**config.mk**
```make
export PLATFORM = sky130hd
export DESIGN_NAME = control_unit
export DESIGN_NICKNAME = d
export VERILOG_FILES = /design/src/rtl/cu_pkg.sv /design/src/rtl/cu_op_class.sv /design/src/rtl/control_unit.sv
export SDC_FILE = /design/constraint.sdc
export NUM_CORES = 1
export LEC_CHECK = 0
export ABC_AREA = 1
export CAP_MARGIN = 20
export CORE_UTILIZATION = 50
export DETAILED_ROUTE_END_ITERATION = 12
export GPL_TIMING_DRIVEN = 1
export HOLD_SLACK_MARGIN = 0.12
export PLACE_DENSITY = 0.81
export SETUP_SLACK_MARGIN = 0.2
export SYNTH_ARGS = -nofsm -noshare
export SYNTH_HDL_FRONTEND = slang
export SYNTH_SLANG_ARGS = --single-unit
```
**constraint.sdc**
```tcl
create_clock -name Clock -period 5 [get_ports Clock]
set_clock_uncertainty 0.1 [all_clocks]
set_input_delay 0.75 -clock Clock [delete_from_list [all_inputs] [get_ports Clock]]
set_output_delay 0.75 -clock Clock [all_outputs]
set_load 0.01 [all_outputs]
```
**src/rtl/cu_pkg.sv**
```systemverilog
// Shared opcodes, FSM states, instruction classes and the control-word layout for the Mini SRC control unit.
package cu_pkg;

  localparam logic [4:0] OP_LD   = 5'b00000;
  localparam logic [4:0] OP_LDI  = 5'b00001;
  localparam logic [4:0] OP_ST   = 5'b00010;
  localparam logic [4:0] OP_ADD  = 5'b00011;
  localparam logic [4:0] OP_SUB  = 5'b00100;
  localparam logic [4:0] OP_AND  = 5'b00101;
  localparam logic [4:0] OP_OR   = 5'b00110;
  localparam logic [4:0] OP_ROR  = 5'b00111;
  localparam logic [4:0] OP_ROL  = 5'b01000;
  localparam logic [4:0] OP_SHR  = 5'b01001;
  localparam logic [4:0] OP_SHRA = 5'b01010;
  localparam logic [4:0] OP_SHL  = 5'b01011;
  localparam logic [4:0] OP_ADDI = 5'b01100;
  localparam logic [4:0] OP_ANDI = 5'b01101;
  localparam logic [4:0] OP_ORI  = 5'b01110;
  localparam logic [4:0] OP_MUL  = 5'b01111;
  localparam logic [4:0] OP_DIV  = 5'b10000;
  localparam logic [4:0] OP_NEG  = 5'b10001;
  localparam logic [4:0] OP_NOT  = 5'b10010;
  localparam logic [4:0] OP_BR   = 5'b10011;
  localparam logic [4:0] OP_JR   = 5'b10100;
  localparam logic [4:0] OP_JAL  = 5'b10101;
  localparam logic [4:0] OP_IN   = 5'b10110;
  localparam logic [4:0] OP_OUT  = 5'b10111;
  localparam logic [4:0] OP_MFHI = 5'b11000;
  localparam logic [4:0] OP_MFLO = 5'b11001;
  localparam logic [4:0] OP_NOP  = 5'b11010;
  localparam logic [4:0] OP_HALT = 5'b11011;

  localparam logic [4:0] ALU_ADD = 5'b00011;

  // E0..E5 must stay consecutive: the sequencer steps through them by increment.
  typedef enum logic [3:0] {
    S_RST, S_T0, S_T1, S_T2, S_T3,
    S_E0, S_E1, S_E2, S_E3, S_E4, S_E5,
    S_MW, S_HALT
  } state_t;

  typedef enum logic [4:0] {
    CL_ALU, CL_ALU_UN, CL_IMM, CL_LDI, CL_LD, CL_ST, CL_MULDIV,
    CL_BR, CL_JR, CL_JAL, CL_IN, CL_OUT, CL_MFHI, CL_MFLO,
    CL_NOP, CL_HALT, CL_UNDEF
  } op_class_t;

  typedef struct packed {
    logic [4:0] control;
    logic read, write, inc_pc, clear_dp;
    logic pc_out, mdr_out, zhi_out, zlo_out, hi_out, lo_out;
    logic c_out, inport_out, ba_out, r_out;
    logic pc_in, mdr_in, mar_in, ir_in, y_in, zhi_in, zlo_in;
    logic hi_in, lo_in, outport_in, conff_in, r_in;
    logic g_ra, g_rb, g_rc;
  } ctrl_t;

endpackage

```
**src/rtl/cu_op_class.sv**
```systemverilog
// Combinational opcode decode: instruction class and the final execute step of that class.
module cu_op_class
  import cu_pkg::*;
(
  input  logic [4:0] op,
  output op_class_t  op_class,
  output state_t     last_step
);

  always_comb begin
    op_class  = CL_UNDEF;
    last_step = S_E0;
    case (op)
      OP_LD:   begin op_class = CL_LD;  last_step = S_E5; end
      OP_LDI:  begin op_class = CL_LDI; last_step = S_E2; end
      OP_ST:   begin op_class = CL_ST;  last_step = S_E4; end
      OP_ADD, OP_SUB, OP_AND, OP_OR, OP_ROR, OP_ROL, OP_SHR, OP_SHRA, OP_SHL:
               begin op_class = CL_ALU; last_step = S_E2; end
      OP_ADDI, OP_ANDI, OP_ORI:
               begin op_class = CL_IMM; last_step = S_E2; end
      OP_MUL, OP_DIV:
               begin op_class = CL_MULDIV; last_step = S_E3; end
      OP_NEG, OP_NOT:
               begin op_class = CL_ALU_UN; last_step = S_E2; end
      OP_BR:   begin op_class = CL_BR;   last_step = S_E3; end
      OP_JR:   begin op_class = CL_JR;   last_step = S_E0; end
      OP_JAL:  begin op_class = CL_JAL;  last_step = S_E1; end
      OP_IN:   begin op_class = CL_IN;   last_step = S_E0; end
      OP_OUT:  begin op_class = CL_OUT;  last_step = S_E0; end
      OP_MFHI: begin op_class = CL_MFHI; last_step = S_E0; end
      OP_MFLO: begin op_class = CL_MFLO; last_step = S_E0; end
      OP_NOP:  op_class = CL_NOP;
      OP_HALT: op_class = CL_HALT;
      default: op_class = CL_UNDEF;
    endcase
  end

endmodule

```
**src/rtl/control_unit.sv**
```systemverilog
// Hardwired Mini SRC control sequencer with registered Moore control strobes.
// Define CU_ILLEGAL_HALT_EN to halt on undefined opcodes and expose the sticky Illegal flag.
module control_unit #(
  parameter int unsigned MULDIV_WAIT = 2,
  parameter logic [4:0]  ALU_ADD     = cu_pkg::ALU_ADD
) (
  input  logic        Clock,
  input  logic        Clear,
  input  logic [31:0] IR_Data,
  input  logic        ConFF_Out,
  input  logic        Stop,
  output logic        Run,
`ifdef CU_ILLEGAL_HALT_EN
  output logic        Illegal,
`endif
  output logic [4:0]  CONTROL,
  output logic        Read, Write, IncPC, Clear_DP,
  output logic        PC_Out, MDR_Out, ZHI_Out, ZLO_Out, HI_Out, LO_Out,
  output logic        C_Out, InPort_Out, BA_Out, R_Out,
  output logic        PC_In, MDR_In, MAR_In, IR_In, Y_In, ZHI_In, ZLO_In,
  output logic        HI_In, LO_In, OutPort_In, ConFF_In, R_In,
  output logic        G_RA, G_RB, G_RC
);
  import cu_pkg::*;

  state_t     state, ns, last_step;
  op_class_t  cls;
  logic [4:0] op_q, op_cur;
  logic [2:0] wait_cnt, wait_nxt;
  ctrl_t      ctrl_q, ctrl_d;
  logic       run_q;
  logic       unused_ir;
`ifdef CU_ILLEGAL_HALT_EN
  logic       illegal_q, illegal_set;
`endif

  assign unused_ir = ^IR_Data[26:0];

  // In T3 the opcode is taken straight from IR so the class is known before E0 latches it.
  assign op_cur = (state == S_T3) ? IR_Data[31:27] : op_q;

  cu_op_class u_op_class (
    .op        (op_cur),
    .op_class  (cls),
    .last_step (last_step)
  );

  always_comb begin
    ns       = state;
    wait_nxt = wait_cnt;
`ifdef CU_ILLEGAL_HALT_EN
    illegal_set = 1'b0;
`endif
    case (state)
      S_RST:  ns = S_T0;
      S_T0:   ns = Stop ? S_HALT : S_T1;
      S_T1:   ns = S_T2;
      S_T2:   ns = S_T3;
      S_T3: begin
        case (cls)
          CL_NOP:   ns = S_T0;
          CL_HALT:  ns = S_HALT;
          CL_UNDEF: begin
`ifdef CU_ILLEGAL_HALT_EN
            ns          = S_HALT;
            illegal_set = 1'b1;
`else
            ns = S_T0;
`endif
          end
          default:  ns = S_E0;
        endcase
      end
      S_MW: begin
        if (wait_cnt == '0) ns = S_E1;
        else                wait_nxt = wait_cnt - 3'd1;
      end
      S_HALT: ns = S_HALT;
      default: begin
        if (state == last_step) begin
          ns = S_T0;
        end else if (state == S_E0 && cls == CL_MULDIV && MULDIV_WAIT != 0) begin
          ns       = S_MW;
          wait_nxt = 3'(MULDIV_WAIT - 1);
        end else begin
          ns = state_t'(state + 4'd1);
        end
      end
    endcase
  end

  // Strobes are decoded from the state being entered so they register in step with it.
  always_comb begin
    ctrl_d = '0;
    case (ns)
      S_T0: begin ctrl_d.pc_out = 1'b1; ctrl_d.mar_in = 1'b1; ctrl_d.inc_pc = 1'b1; end
      S_T1: ctrl_d.read = 1'b1;
      S_T2: begin ctrl_d.read = 1'b1; ctrl_d.mdr_in = 1'b1; end
      S_T3: begin ctrl_d.mdr_out = 1'b1; ctrl_d.ir_in = 1'b1; end
      S_E0: begin
        case (cls)
          CL_ALU, CL_ALU_UN, CL_IMM, CL_LDI, CL_LD, CL_ST: begin
            ctrl_d.g_rb = 1'b1; ctrl_d.r_out = 1'b1; ctrl_d.y_in = 1'b1;
            ctrl_d.ba_out = (cls == CL_LDI || cls == CL_LD || cls == CL_ST);
          end
          CL_MULDIV: begin ctrl_d.g_ra = 1'b1; ctrl_d.r_out = 1'b1; ctrl_d.y_in = 1'b1; end
          CL_BR:     begin ctrl_d.g_ra = 1'b1; ctrl_d.r_out = 1'b1; ctrl_d.conff_in = 1'b1; end
          CL_JR:     begin ctrl_d.g_ra = 1'b1; ctrl_d.r_out = 1'b1; ctrl_d.pc_in = 1'b1; end
          CL_JAL:    begin ctrl_d.pc_out = 1'b1; ctrl_d.g_rb = 1'b1; ctrl_d.r_in = 1'b1; end
          CL_IN:     begin ctrl_d.inport_out = 1'b1; ctrl_d.g_ra = 1'b1; ctrl_d.r_in = 1'b1; end
          CL_OUT:    begin ctrl_d.g_ra = 1'b1; ctrl_d.r_out = 1'b1; ctrl_d.outport_in = 1'b1; end
          CL_MFHI:   begin ctrl_d.hi_out = 1'b1; ctrl_d.g_ra = 1'b1; ctrl_d.r_in = 1'b1; end
          CL_MFLO:   begin ctrl_d.lo_out = 1'b1; ctrl_d.g_ra = 1'b1; ctrl_d.r_in = 1'b1; end
          default: ;
        endcase
      end
      S_E1: begin
        case (cls)
          CL_ALU, CL_ALU_UN: begin
            ctrl_d.g_rc = (cls == CL_ALU); ctrl_d.g_rb = (cls == CL_ALU_UN);
            ctrl_d.r_out = 1'b1; ctrl_d.control = op_cur; ctrl_d.zlo_in = 1'b1;
          end
          CL_IMM: begin ctrl_d.c_out = 1'b1; ctrl_d.control = op_cur; ctrl_d.zlo_in = 1'b1; end
          CL_LDI, CL_LD, CL_ST: begin
            ctrl_d.c_out = 1'b1; ctrl_d.control = ALU_ADD; ctrl_d.zlo_in = 1'b1;
          end
          CL_MULDIV: begin
            ctrl_d.control = op_cur; ctrl_d.zhi_in = 1'b1; ctrl_d.zlo_in = 1'b1;
          end
          CL_BR:  begin ctrl_d.pc_out = 1'b1; ctrl_d.y_in = 1'b1; end
          CL_JAL: begin ctrl_d.g_ra = 1'b1; ctrl_d.r_out = 1'b1; ctrl_d.pc_in = 1'b1; end
          default: ;
        endcase
      end
      S_E2: begin
        case (cls)
          CL_ALU, CL_ALU_UN, CL_IMM, CL_LDI: begin
            ctrl_d.zlo_out = 1'b1; ctrl_d.g_ra = 1'b1; ctrl_d.r_in = 1'b1;
          end
          CL_LD, CL_ST: begin ctrl_d.zlo_out = 1'b1; ctrl_d.mar_in = 1'b1; end
          CL_MULDIV:    begin ctrl_d.zlo_out = 1'b1; ctrl_d.lo_in = 1'b1; end
          CL_BR: begin ctrl_d.c_out = 1'b1; ctrl_d.control = ALU_ADD; ctrl_d.zlo_in = 1'b1; end
          default: ;
        endcase
      end
      S_E3: begin
        case (cls)
          CL_LD:     ctrl_d.read = 1'b1;
          CL_ST:     begin ctrl_d.g_ra = 1'b1; ctrl_d.r_out = 1'b1; ctrl_d.mdr_in = 1'b1; end
          CL_MULDIV: begin ctrl_d.zhi_out = 1'b1; ctrl_d.hi_in = 1'b1; end
          CL_BR:     begin ctrl_d.zlo_out = ConFF_Out; ctrl_d.pc_in = ConFF_Out; end
          default: ;
        endcase
      end
      S_E4: begin
        if (cls == CL_LD) begin ctrl_d.read = 1'b1; ctrl_d.mdr_in = 1'b1; end
        if (cls == CL_ST) ctrl_d.write = 1'b1;
      end
      S_E5: begin
        if (cls == CL_LD) begin ctrl_d.mdr_out = 1'b1; ctrl_d.g_ra = 1'b1; ctrl_d.r_in = 1'b1; end
      end
      S_MW: ctrl_d.control = op_cur;
      default: ;
    endcase
  end

  always_ff @(posedge Clock) begin
    if (!Clear) begin
      state           <= S_RST;
      ctrl_q          <= '0;
      ctrl_q.clear_dp <= 1'b1;
      run_q           <= 1'b0;
      wait_cnt        <= '0;
`ifdef CU_ILLEGAL_HALT_EN
      illegal_q       <= 1'b0;
`endif
    end else begin
      state    <= ns;
      ctrl_q   <= ctrl_d;
      run_q    <= (ns != S_HALT);
      wait_cnt <= wait_nxt;
      if (state == S_T3 && ns == S_E0) op_q <= IR_Data[31:27];
`ifdef CU_ILLEGAL_HALT_EN
      if (illegal_set) illegal_q <= 1'b1;
`endif
    end
  end

`ifdef CU_ILLEGAL_HALT_EN
  assign Illegal = illegal_q;
`endif
  assign Run        = run_q;
  assign CONTROL    = ctrl_q.control;
  assign Read       = ctrl_q.read;
  assign Write      = ctrl_q.write;
  assign IncPC      = ctrl_q.inc_pc;
  assign Clear_DP   = ctrl_q.clear_dp;
  assign PC_Out     = ctrl_q.pc_out;
  assign MDR_Out    = ctrl_q.mdr_out;
  assign ZHI_Out    = ctrl_q.zhi_out;
  assign ZLO_Out    = ctrl_q.zlo_out;
  assign HI_Out     = ctrl_q.hi_out;
  assign LO_Out     = ctrl_q.lo_out;
  assign C_Out      = ctrl_q.c_out;
  assign InPort_Out = ctrl_q.inport_out;
  assign BA_Out     = ctrl_q.ba_out;
  assign R_Out      = ctrl_q.r_out;
  assign PC_In      = ctrl_q.pc_in;
  assign MDR_In     = ctrl_q.mdr_in;
  assign MAR_In     = ctrl_q.mar_in;
  assign IR_In      = ctrl_q.ir_in;
  assign Y_In       = ctrl_q.y_in;
  assign ZHI_In     = ctrl_q.zhi_in;
  assign ZLO_In     = ctrl_q.zlo_in;
  assign HI_In      = ctrl_q.hi_in;
  assign LO_In      = ctrl_q.lo_in;
  assign OutPort_In = ctrl_q.outport_in;
  assign ConFF_In   = ctrl_q.conff_in;
  assign R_In       = ctrl_q.r_in;
  assign G_RA       = ctrl_q.g_ra;
  assign G_RB       = ctrl_q.g_rb;
  assign G_RC       = ctrl_q.g_rc;

endmodule

```
; ---- Word-level counts from Yosys, hierarchy flattened
; Index checks and enable logic that the tools add are counted.
[word_totals]
word_cells = 203
inputBits = 36
ram_bits = 0
ff_bits = 46
romBits = 0
out_inout_bits = 35
latch_bits = 0
n_memories = 0
[op_classes]
bitwise_logic = 1
shifts = 0
addsub = 2
n_eq_ne = 65
n_lt_le_gt_ge = 0
mul = 0
div = 0
mux = 62
n_reduce_logical = 40
[ops]
columns = cell, n
row1 = "== test 5 x 4 -> 1 bit, second input constant", 16
row2 = case mux 5 bit (16 select lines), 1
row3 = "== test 5 bit, second input constant", 13
row4 = "== test 5 x 3 -> 1 bit, second input constant", 8
row5 = case mux 4 bit (7 select lines), 1
row6 = two-way mux 1 bit, 26
row7 = two-way mux 26 bit, 1
row8 = "== test 4 x 3 -> 1 bit, second input constant", 6
row9 = "== test 4 bit, second input constant", 6
row10 = OR reduction 7 bit, 3
row11 = "== test 5 x 2 -> 1 bit, second input constant", 4
row12 = case mux 4 bit (5 select lines), 1
row13 = "== test 4 x 2 -> 1 bit, second input constant", 4
row14 = two-way mux 4 bit, 4
row15 = case mux 1 bit (2 select lines), 8
row16 = OR reduction 4 bit, 4
row17 = case mux 5 bit (3 select lines), 1
row18 = OR reduction 15 bit, 1
row19 = two-way mux 2 bit, 7
row20 = OR reduction 2 bit, 7
row21 = OR reduction 3 bit, 4
row22 = OR reduction 6 bit, 2
row23 = "== test 5 x 1 -> 1 bit, second input constant", 2
row24 = zero test 5 bit, 2
row25 = other kinds (26), 38

; ---- Longest topological paths before layout
[logic_depth]
word_depth = 13
mapped_depth = 25
depth_no_buf = 25

; ---- Hierarchy
; A second synthesis with hierarchy kept.
[hier_totals]
hier_cells = 414
area_unflattened_um2 = 2722.6
[modules_own_cells]
columns = module, area_per_inst_um2, seq_area_each_um2, cells_per_inst, instances
row1 = control_unit, 2398.6, 970.9, 348, 1
row2 = cu_op_class, 324.1, 0.0, 66, 1

; ---- Worst setup path after synthesis
; OpenSTA, ideal clock, no wires.
[synth_timing]
path_type = register -> register
start = register state[0]
end = register op_q[0] (enable)
path_stages_with_launch = 21
path_slack_ns = 1.768
period_less_slack_ns = 3.232
arrival_ns = 2.793
required_ns = 4.560
path_buffers = 0
setup_ns = 0.340
cell_sequence = dfxtp_1 inv_1 ha_1 nand2_1 nor2_4 nand2_1 nand2_2 nand2_4 nor2_2 nor2_2 nand3_1 nand2_1 nor2_2 nand4_4 nand2_2 nand2_4 inv_4 nand2_4 nor2_4 nand2_4 nor2_1
[synth_via]
elab_chain_len = 13
elab_cells_between_ends = 61
cone_classes = 1 x add/sub / 40 x eq/ne / 8 x mux / 12 x reduce/logical
[synth_lines]
columns = element, line
row1 = start: declaration, control_unit.sv:26  ; state_t state, ns, last_step;
row2 = start signal: assignment, control_unit.sv:178  ; state <= ns;
row3 = == test 4 x 3 -> 1 bit, "control_unit.sv:40, control_unit.sv:54, control_unit.sv:182"
row4 = two-way mux 5 bit, control_unit.sv:40  ; assign op_cur = (state == S_T3) ? IR_Data[31:27] : op_q;
row5 = == test 5 x 2 -> 1 bit (tied with other cells), cu_op_class.sv:13  ; case (op)
row6 = OR reduction 9 bit (tied with other cells), -
row7 = case mux 5 bit (16 select lines), cu_op_class.sv:13
row8 = == test 5 x 3 -> 1 bit, control_unit.sv:82  ; end else if (state == S_E0 && cls == CL_MULDIV && MULDIV_WAIT != 0) begin
row9 = logical AND 1 bit, control_unit.sv:82
row10 = two-way mux 4 bit, control_unit.sv:82
row11 = two-way mux 4 bit, control_unit.sv:80  ; if (state == last_step) begin
row12 = case mux 4 bit (7 select lines), control_unit.sv:54  ; case (state)
row13 = == test 4 x 3 -> 1 bit, control_unit.sv:182  ; if (state == S_T3 && ns == S_E0) op_q <= IR_Data[31:27];
row14 = logical AND 1 bit (*), control_unit.sv:182
row15 = AND reduction 2 bit (no source line) (*), -
row16 = end signal: assignment, control_unit.sv:182
row17 = end: declaration, control_unit.sv:28  ; logic [4:0] op_q, op_cur;
; Every way passes the cells marked *; elsewhere a longest branch is shown, timed or not.
; A chain may end at the register's enable or synchronous reset.

; ---- Final worst setup path
[layout_timing]
start = register state[0]
end = register op_q[4] (enable)
; The elaborated chain is that of the path after synthesis.

==> run metrics <==
status=finished clean; total die area=a little over 6000 um2; setup slack, reg-to-reg=between 0.9 and 1 ns; largest net degree at the start of global routing=19; vias per cell=about 5.2; detailed-route wire length=approximately 6400 um; wire per inst=roughly 13 um; cell depth of the worst flop-to-flop path=18; Detailed Route Iter0 Violations=160; CTS Hold Buffers Added=0; TritonCTS clock tree=built; Hold Vio Cnt, Final=0; Via Count=2676; Hold Crit Endpoint=wait_cnt[2]; critical path class=flop to flop; final worst setup slack=0.990 ns; pre-CTS setup slack=0.970 ns; Net Sw Frac=0.482; # IOs=~70; Worst Setup End Kind=flop; Synth async-reset ratio=0; Syn Nets=435; Core Area=approximately 5500 um2; TritonCTS sink count=46; I/O Buffers=43; Max-slew headroom=0.590; CTS max path bufs=2; startpoint types=flop; Gate power share=0.577; startpoint of the worst hold path=wait_cnt[2]; GRT Resource Usage Total=0.225; GP Congestion=a little over 0.9; Resize count post-CTS=0; Most used DFF post-synth=dfxtp_1; area growth from synthesis to layout=20.7%; Worst Hold Class=flop to flop; Root Buffer=clkbuf_8; CP Max Fanout=12; Die Wd=roughly 78 um; antenna violations before repair=0; worst-skew pair later-pin latency=0.30 ns; dominant cell type by area after synthesis=dfxtp_1; sw power=839 uW; Post-synth EDFFs=5; Clock Pin Slew Worst Setup and Hold Paths=roughly 0.090 ns; Pleak=0.00159 uW; vias in the first global route=2546; grt ovf=0; Slew Limit Fails=0; Sequential Power Share=0.263; share of layout cells above drive strength 1=0.192; CTS Buf Count=5; Row Count=27; Cell variety after synth=42; Final Cycle Share=0.802; antenna cells=0; DIE HEIGHT=77.8 um; fillers=489; Post-Route Setup TNS=0 ns; cell internal pwr=~900 uW; Post-synth top cells=nand2_1, inv_1, nor2_1; Setup violations, final=0; initial core utilization=0.521; worst r2r src=state[0]; register bit total from synthesis=46; fmax=approximately 250 MHz; Gate Count Post-Synth=roughly 390; reg2reg end=op_q[4]; Netlist Area Pre-Place=around 2900 um2; Clk pwr share=0.159; Final ANT Viol Nets=0; DRC=0; MaxCap Viol Count=0; Fin Hold WS=a little over 0.4 ns; first-pass GRT wire length=11000 um; Synth top area share=0.286; PD cells=~500 nW/um2; most common cell in the netlist=nand2_1; Period minus WS final=approximately 4.0 ns; syn avg cell area=7.30 um2; Yosys warnings=0; hold depth=2; Pre-antenna DRT Iters=5; sequential element share of the synthesized area=0.338; Post-CTS Setup Bufs=0; DPL Wire Length=5000 um; critical path arrival=3.87 ns; Slew @ Worst Pin=between 0.6 and 0.7 ns; maximum vdd ir drop=~210 uV; synth top area cells=dfxtp_1, nand2_1, inv_1, nor2_1, nand2_2; unrepaired setup endpoints after global routing=false; Nets=479; H-tree Lvls=2; Worst Path Required=4.86 ns
routing by layer:
metal | track usage | up-vias | part of all wire
met5 | 0 | - | 0
met4 | 0.102 | 0 | 0.023
met3 | 0.0259 | 13 | 0.058
met2 | 0.395 | 94 | 0.48
met1 | 0.275 | 1220 | 0.44
li1 | - | 1349 | -
cells in the final DEF (no fill, tap or decap), drive strengths merged, types with 2 or more instances in the layout:
cell | synthesis | routed
o21ai | 14 | 14
nand3 | 37 | 37
o211ai | 5 | 5
nor2 | 63 | 63
clkbuf | 3 | 5
a21oi | 13 | 13
nand4 | 12 | 12
nand2 | 112 | 112
clkdlybuf4s50 | 0 | 43
o22ai | 2 | 2
dfxtp | 41 | 41
ha | 6 | 6
clkinv | 1 | 2
inv | 59 | 60
nor3 | 4 | 4
nor4 | 3 | 3
edfxtp | 5 | 5
registers in the layout (all words and copies together) (netlist names), 3 cells and up:
signal	cells
state	4
wait_cnt	3
op_q	5
CONTROL	5
through the flow:
stage | cell area [um2] | utilization | total power [uW] | cells
final | 3460 | 0.629 | 1740 | 510
after global routing | 3460 | 0.629 | 1870 | 510
after CTS | 3460 | 0.629 | 1740 | 510
after detailed placement | 3350 | 0.609 | 1460 | 502
after global placement | 3350 | 0.609 | 1440 | 502
after floorplan | 2870 | - | 1240 | 393
power groups by stage:
stage	logic, uW	clock network [uW]	registers, uW
final	1000	277	458
after global routing	1100	305	464
after CTS	994	284	458
after detailed placement	990	0	467
after global placement	974	0	466
after floorplan	766	0	474
logic make-up after synthesis:
group           synth area share
simple gates               0.448
compound gates            0.0885
buf+inv                   0.0963
xor+xnor                 0.00305
flops                      0.338
fa+ha+maj                 0.0262
worst max path at each step:
stage                     start      end  slack, ns  depth (start not counted)
floorplan              state[0]  op_q[0]       1.77                         20
CTS                    state[0]  op_q[4]       1.03                         18
detailed placement  IR_Data[31]  op_q[4]       0.97                         17
finish                 state[0]  op_q[4]       0.99                         18
global placement    IR_Data[31]  op_q[4]       1.02                         17
global route           state[0]  op_q[0]       0.61                         18
area by class of cell:
class                      count  area (um2)  area share
sequential                    46         971       0.280
clock buffer                   5        68.8      0.0199
inverter                      60         230      0.0665
timing repair buffer          44         438       0.126
clock inverter                 3        43.8      0.0126
tap                           72        90.1      0.0260
multi-input combinational    280        1620       0.468
critical path, stage by stage, from the launching register on:
cell and delay (ns):
dfxtp_1 0.38, inv_1 0.18, ha_1 0.33, nand2_1 0.16, nor2_4 0.23, nand2_1 0.10
nand2_2 0.23, nand3_2 0.16, nor2_2 0.17, nor2_2 0.11, nor4_2 0.33, nor3_1 0.14
nand2_2 0.10, nand2_2 0.12, nor2_4 0.12, inv_2 0.06, nor2_4 0.17, nand2_4 0.11
nor2_1 0.36
No activity file was read; power rests on OpenSTA's default activity.
